File: src/rtl/mips_pkg.sv
// Shared MIPS core definitions: multiply sequencer states, default datapath width,
// and the funct codes the decoder and the sequencer must agree on.
package mips_pkg;

  typedef enum logic [1:0] {
    IDLE,
    RUN,
    DONE
  } mstate_t;

  localparam int unsigned DEFAULT_WIDTH = 32;

  localparam logic [5:0] FUNCT_MULTU = 6'b011001;
  localparam logic [5:0] FUNCT_MFHI  = 6'b010000;
  localparam logic [5:0] FUNCT_MFLO  = 6'b010010;

endpackage

File: src/rtl/multu_step.sv
// One combinational shift-add iteration of the unsigned multiply:
// add mcand when the multiplier LSB is set, then shift {acc, mpl} right by one.
module multu_step #(
  parameter int unsigned WIDTH = 32
) (
  input  logic [WIDTH-1:0] acc,
  input  logic [WIDTH-1:0] mpl,
  input  logic [WIDTH-1:0] mcand,
  output logic [WIDTH-1:0] acc_next,
  output logic [WIDTH-1:0] mpl_next
);

  logic [WIDTH-1:0] addend;
  logic [WIDTH:0]   sum;

  always_comb begin
    addend   = mpl[0] ? mcand : '0;
    // Carry lands in sum[WIDTH] and is absorbed by the right shift.
    sum      = {1'b0, acc} + {1'b0, addend};
    acc_next = sum[WIDTH:1];
    mpl_next = {sum[0], mpl[WIDTH-1:1]};
  end

endmodule

File: src/rtl/multu_sequencer.sv
// Multi-cycle MULTU controller: runs WIDTH shift-add steps on private working
// registers, then commits the product to architectural HI/LO in one edge.
module multu_sequencer
  import mips_pkg::*;
#(
  parameter int unsigned WIDTH = DEFAULT_WIDTH
) (
  input  logic             clk,
  input  logic             reset,
  input  logic             start,
  input  logic [WIDTH-1:0] srca,
  input  logic [WIDTH-1:0] srcb,
  input  logic             hilo_read,
  output logic             busy,
  output logic             stall,
  output logic             done,
  output logic [WIDTH-1:0] hi,
  output logic [WIDTH-1:0] lo
);

  localparam int unsigned CNT_W = $clog2(WIDTH + 1);

  mstate_t          state;
  logic [CNT_W-1:0] cnt;
  logic [WIDTH-1:0] mcand;
  logic [WIDTH-1:0] mpl;
  logic [WIDTH-1:0] acc;
  logic [WIDTH-1:0] acc_next;
  logic [WIDTH-1:0] mpl_next;

  multu_step #(
    .WIDTH (WIDTH)
  ) u_step (
    .acc      (acc),
    .mpl      (mpl),
    .mcand    (mcand),
    .acc_next (acc_next),
    .mpl_next (mpl_next)
  );

  always_ff @(posedge clk) begin
    if (reset) begin
      state <= IDLE;
      cnt   <= '0;
      mcand <= '0;
      mpl   <= '0;
      acc   <= '0;
      hi    <= '0;
      lo    <= '0;
    end else begin
      unique case (state)
        IDLE, DONE: begin
          if (start) begin
            mcand <= srca;
            mpl   <= srcb;
            acc   <= '0;
            cnt   <= CNT_W'(WIDTH);
            state <= RUN;
          end else begin
            state <= IDLE;
          end
        end
        RUN: begin
          acc <= acc_next;
          mpl <= mpl_next;
          cnt <= cnt - CNT_W'(1);
          if (cnt == CNT_W'(1)) begin
            hi    <= acc_next;
            lo    <= mpl_next;
            state <= DONE;
          end
        end
        default: state <= IDLE;
      endcase
    end
  end

  assign busy  = (state == RUN);
  assign done  = (state == DONE);
  // A start seen while busy is refused; the core re-presents it once the stall drops.
  assign stall = busy & (start | hilo_read);

endmodule

File: config.mk
export PLATFORM = sky130hd
export DESIGN_NAME = multu_sequencer
export DESIGN_NICKNAME = d
export VERILOG_FILES = /design/src/rtl/mips_pkg.sv /design/src/rtl/multu_step.sv /design/src/rtl/multu_sequencer.sv
export SDC_FILE = /design/constraint.sdc
export NUM_CORES = 1
export LEC_CHECK = 0
export CORE_ASPECT_RATIO = 1.75
export CORE_MARGIN = 2
export CORE_UTILIZATION = 30
export DETAILED_ROUTE_END_ITERATION = 10
export GPL_TIMING_DRIVEN = 0
export PLACE_DENSITY = 0.53
export SLEW_MARGIN = 20
export SYNTH_ARGS = -nofsm -noshare
export SYNTH_HDL_FRONTEND = slang
export SYNTH_SLANG_ARGS = --single-unit
export TNS_END_PERCENT = 5
File: constraint.sdc
create_clock -name clk -period 4.3 [get_ports clk]
set_input_delay 0.86 -clock clk [delete_from_list [all_inputs] [get_ports clk]]
set_output_delay 0.86 -clock clk [all_outputs]
set_load 0.01 [all_outputs]
======== Yosys cells after proc, flatten, opt, wreduce, memory -nomap -nowiden ========
Index checks and enable logic that the tools add are counted.
storage, ports and cells
  register bits after elaboration ......... 168
  input port bits ......................... 68
  output and inout bits ................... 67
  logic and storage cells ................. 32
cells by class
  add/subtract/negate cells ............... 2
  equality and inequality tests ........... 5
  muxes and demuxes ....................... 10
  bitwise logic cells ..................... 2
  reductions and logical operators ........ 6
operators with widths
  operator               count
  $pmux W32 S2           2
  $mux W32               3
  $add A32 B32 Y33       1
  $pmux W6 S2            1
  $eq A6 B1 Y1 const B   1
  $mux W6                1
  $reduce_and A2 Y1      3
  $sub A6 B1 Y6 const B  1
  $pmux W2 S2            1
  $eq A2 B1 Y1 const B   1
  $eq A2 B2 Y1 const B   1
  $logic_not A2 Y1       1
  $mux W2                1
  $ne A2 B1 Y1 const B   1
  $ne A2 B2 Y1 const B   1
  $reduce_bool A2 Y1     1
  $reduce_or A2 Y1       1
  $and A1 B1 Y1          1
  $mux W1                1
  $or A1 B1 Y1           1

======== Depth between registers and ports, before layout ========
  word-level depth ........................ 4
  depth in mapped cells ................... 12
  mapped depth without buffers ............ 11

======== Modules after synthesis ========
Synthesis repeated with hierarchy kept, for this count alone.
unflattened totals
  cells, all modules ...................... 1075
  area total of the unflattened synthesis .. 9054.9 um^2
modules (own cells, without submodules)
  module           times used  cells each  area an instance (um^2)
  multu_sequencer  1           754         6832.8
  multu_step       1           321         2222.1

======== Worst setup path before layout ========
OpenSTA, ideal clock, no wires.
  path type ............................... register to register
  start point ............................. register mpl[0]
  end point ............................... register hi[23]
  setup time .............................. 0.122 ns
  arrival ................................. 2.897 ns
  slack ................................... 1.281 ns
  stages on the path, launching flop included .. 13
  path through ............................ dfxtp_1 > clkbuf_1 > and2_1 > ha_1 > fa_1 > a21o_1 > a221oi_2 > o22a_2 > o211ai_2 > o31ai_2 > a21oi_2 > nor4b_1 > a311o_1
between the ends
  cells in the longest elaborated chain, start to end .. 2
RTL lines
  item                    line                   source
  start, declared         multu_sequencer.sv:26  logic [WIDTH-1:0] mpl;
  start signal, assigned  multu_sequencer.sv:55  mpl <= srcb;
  start signal, assigned  multu_sequencer.sv:65  mpl <= mpl_next;
  $mux W32                multu_step.sv:17       addend = mpl[0] ? mcand : '0;
  $add A32 B32 Y33        multu_step.sv:19       sum = {1'b0, acc} + {1'b0, addend};
  end signal, assigned    multu_sequencer.sv:68  hi <= acc_next;
  end, declared           multu_sequencer.sv:17  output logic [WIDTH-1:0] hi,
Every way passes these cells.
A chain may end at the register's enable or synchronous reset.

======== Final worst setup path ========
  start point ............................. register state[0]
  end point ............................... output port busy
between the ends
  cells in the longest elaborated chain, start to end .. 1
RTL lines
  item                    line                   source
  start, declared         multu_sequencer.sv:23  mstate_t state;
  start signal, assigned  multu_sequencer.sv:43  state <= IDLE;
  start signal, assigned  multu_sequencer.sv:58  state <= RUN;
  start signal, assigned  multu_sequencer.sv:60  state <= IDLE;
  $eq A2 B1 Y1            multu_sequencer.sv:78  assign busy = (state == RUN);
  end, declared           multu_sequencer.sv:14  output logic busy,
Every way passes these cells.

==> results.ini <==
[outcome]
status=complete, no violations

[global_routing]
antenna_found_initial=0
globalRouteOverflowTotal=0
grt_pass1_wl_mm=40.0
grt_pass1_vias=7459
grt_max_degree=17
grt_usage_pct=18.4

[critical_path]
r2r-start=mpl[0]
end_kind=output pin
cpLargestDelayFamily=buffers and inverters
cp_slowest_cell=clkdlybuf4s50_1
path_class=reg2out
crit_buf_inv=5
path_common_cell=clkbuf_1
critPathLaunchType=flip-flop
cp.required_ns=3.44
worstPathCellList=nand2b_1 > buf_2 > clkinv_1 > clkbuf_1 > clkbuf_1 > clkdlybuf4s50_1
reg2reg_slack_ns=0.66
cp_max_fo=10
crit_start=state[0]
cp.arrival_ns=2.89
cpPeakStageDelay_ns=0.67

[synthesis]
synth_nets=1102
synth_cell_types=60
yosysMostFrequentCell=nand2_1
synth_common_cells=nand2_1 (229), dfxtp_1 (168), a21oi_1 (148)
synth_top_flop_cell=dfxtp_1
ys_seq_area_share_pct=42.0
ys_warn_count=0
yosysTopAreaCellShare_pct=42.0
ys_ff_latch=168
synth_area_leaders=dfxtp_1 (42%), nand2_1 (11%), a21oi_1 (9.3%), ha_1 (5.3%), a22oi_1 (4.4%)
syn_area_um2=8000
async_flop_share_pct=0
synth_edf_count=0
synthCells=999
syn_area_per_cell_um2=8.01
yosysTopAreaCell=dfxtp_1

[sta]
hold_slack_ns=0.452
final-setup-viol-count=0
post-route-min-period_ns=3.75
rsz0062_at_grt=false
hold_violations=0
post-route-period-util_pct=87.2
timing.fmax_mhz=267
maxSlewHeadroom_pct=40.1
tns_ns=0
drv_slew=0
tightestPinTransition_ns=0.895
fin_worst_skew_ns=0.0115

[routing]
drcViolationCount=0
wirelength_mm=25.7
drt_iter0_drc=327
wl_per_cell_um=17.3
vias=7522
vias_per_cell=5.06
ant_nets=0
drtPass1Iterations=4

[placed_design]
port_buffers=133
gp_congestion=0.882
place_hpwl_mm=19.5

[power_and_ir_drop]
leakage_nw=3.90
power.density_nw_per_um2=348
vdd_drop_max_uv=258

[final_layout]
antennaDiodeCount=0
area_growth_pct=29.4
layout-drive-gt1-share_pct=4.64
fin_nets=1254

[job]
maxCapViolations=0

[hold_path]
hold_class=reg2reg
hold_start=mcand[10]

[cts]
path_clk_slew_ns=0.07
clk_latency_ns=0.44
ctsRootBufferMaster=clkbuf_16
holdBufCountCts=0
ctsResizeCount=0
clk_path_buf_depth=2
htree_levels=4
clock-sinks=168
cts_tree=done
post-cts-setup-buffers=0
cts_made_buffers=17

[die]
boundaryPins=135
start_util_pct=30.3
die_h_um=220
die_area_um2=28000
rows=79
core_area_um2=26400
die_w_um=127

==> stage by stage <==
step	setup WS [ns]	area [µm²]	utilization, %	std cells	power, mW
5_1_grt	0.383	10400	39.2	1488	3.74
3_5_place_dp	0.652	9740	36.9	1456	2.03
4_1_cts	0.536	10400	39.2	1488	3.64
3_3_place_gp	0.672	9740	36.9	1456	2.03
6_report	0.552	10400	39.2	1488	3.60
2_1_floorplan	1.28	8000	-	999	1.86
==> area by class of cell <==
cell class                      count  area [µm²]
Inverter                           11        41.3
Clock inverter                     13         168
Sequential cell                   168        3360
Clock buffer                       19         443
Tap cell                          324         405
Buffer                             69         269
Fill cell                        2729       16000
Timing Repair Buffer              133        1330
Multi-Input combinational cell    751        4330
==> power breakdown <==
part           switching (mW)  internal [mW]  total, mW
Combinational           0.211          0.135      0.346
Sequential             0.0366           1.61       1.65
Clock                   0.670          0.939       1.61
==> registers in the layout (all words and copies together), names as in the netlist <==
signal and flops:
mcand 32, lo 32, mpl 32, hi 32, cnt 6, acc 32, state 2
==> cells in the final DEF (no fill, tap or decap), drive strengths merged, types with 6 or more instances in the layout <==
cell           synthesis  layout
buf                   11      11
nor3                   6       6
nor2                  52      52
nand4                 10      10
o21bai                 7       7
and2                  35      35
nand2                229     229
a211oi                 9       9
o21ai                 28      28
and3                   8       8
a21oi                149     149
xnor2                 14      14
ha                    34      34
xor2                  12      12
a22o                  11      11
a21o                  22      22
nand3                  8       8
clkdlybuf4s50          0     133
inv                   10      15
dfxtp                168     168
a22oi                 47      47
clkbuf                58      77
==> kinds of logic after synthesis <==
group	synth area share, %
xor gates and xnor gates	2.85
buffers and inverters	3.88
muxes	0.266
AOI/OAI and AO/OA	24.7
adders and majority gates	5.57
and+or+nand+nor	20.7
DFF	42.0
==> layer usage <==
metal / track usage, % / up-vias / part of all wire, %
met2: 34.2 / 169 / 53
li1: - / 3797 / -
met1: 21.0 / 3520 / 41
met5: 0 / - / 0
met3: 3.13 / 36 / 3.5
met4: 6.23 / 0 / 2.2
==> path summary, 6_finish.rpt <==
| kind | cells past startpoint | endpoint |
|---|---|---|
| hold reg to reg | 2 | mcand[10] |
| setup / recovery | 6 | busy |
| setup reg to reg | 12 | hi[23] |
| hold / removal | 2 | mcand[10] |
==> worst reg2reg max path, delay by kind of cell (launching register included) <==
kind | cells | cell delay [ns]
AO/OA/AOI/OAI | 7 | 1.85
adder cells (fa/ha/maj) | 2 | 0.61
buffers and inverters | 1 | 0.27
flip-flops | 1 | 0.40
AND/OR/NAND/NOR | 2 | 0.38
Power figures use the tool's default switching activity.
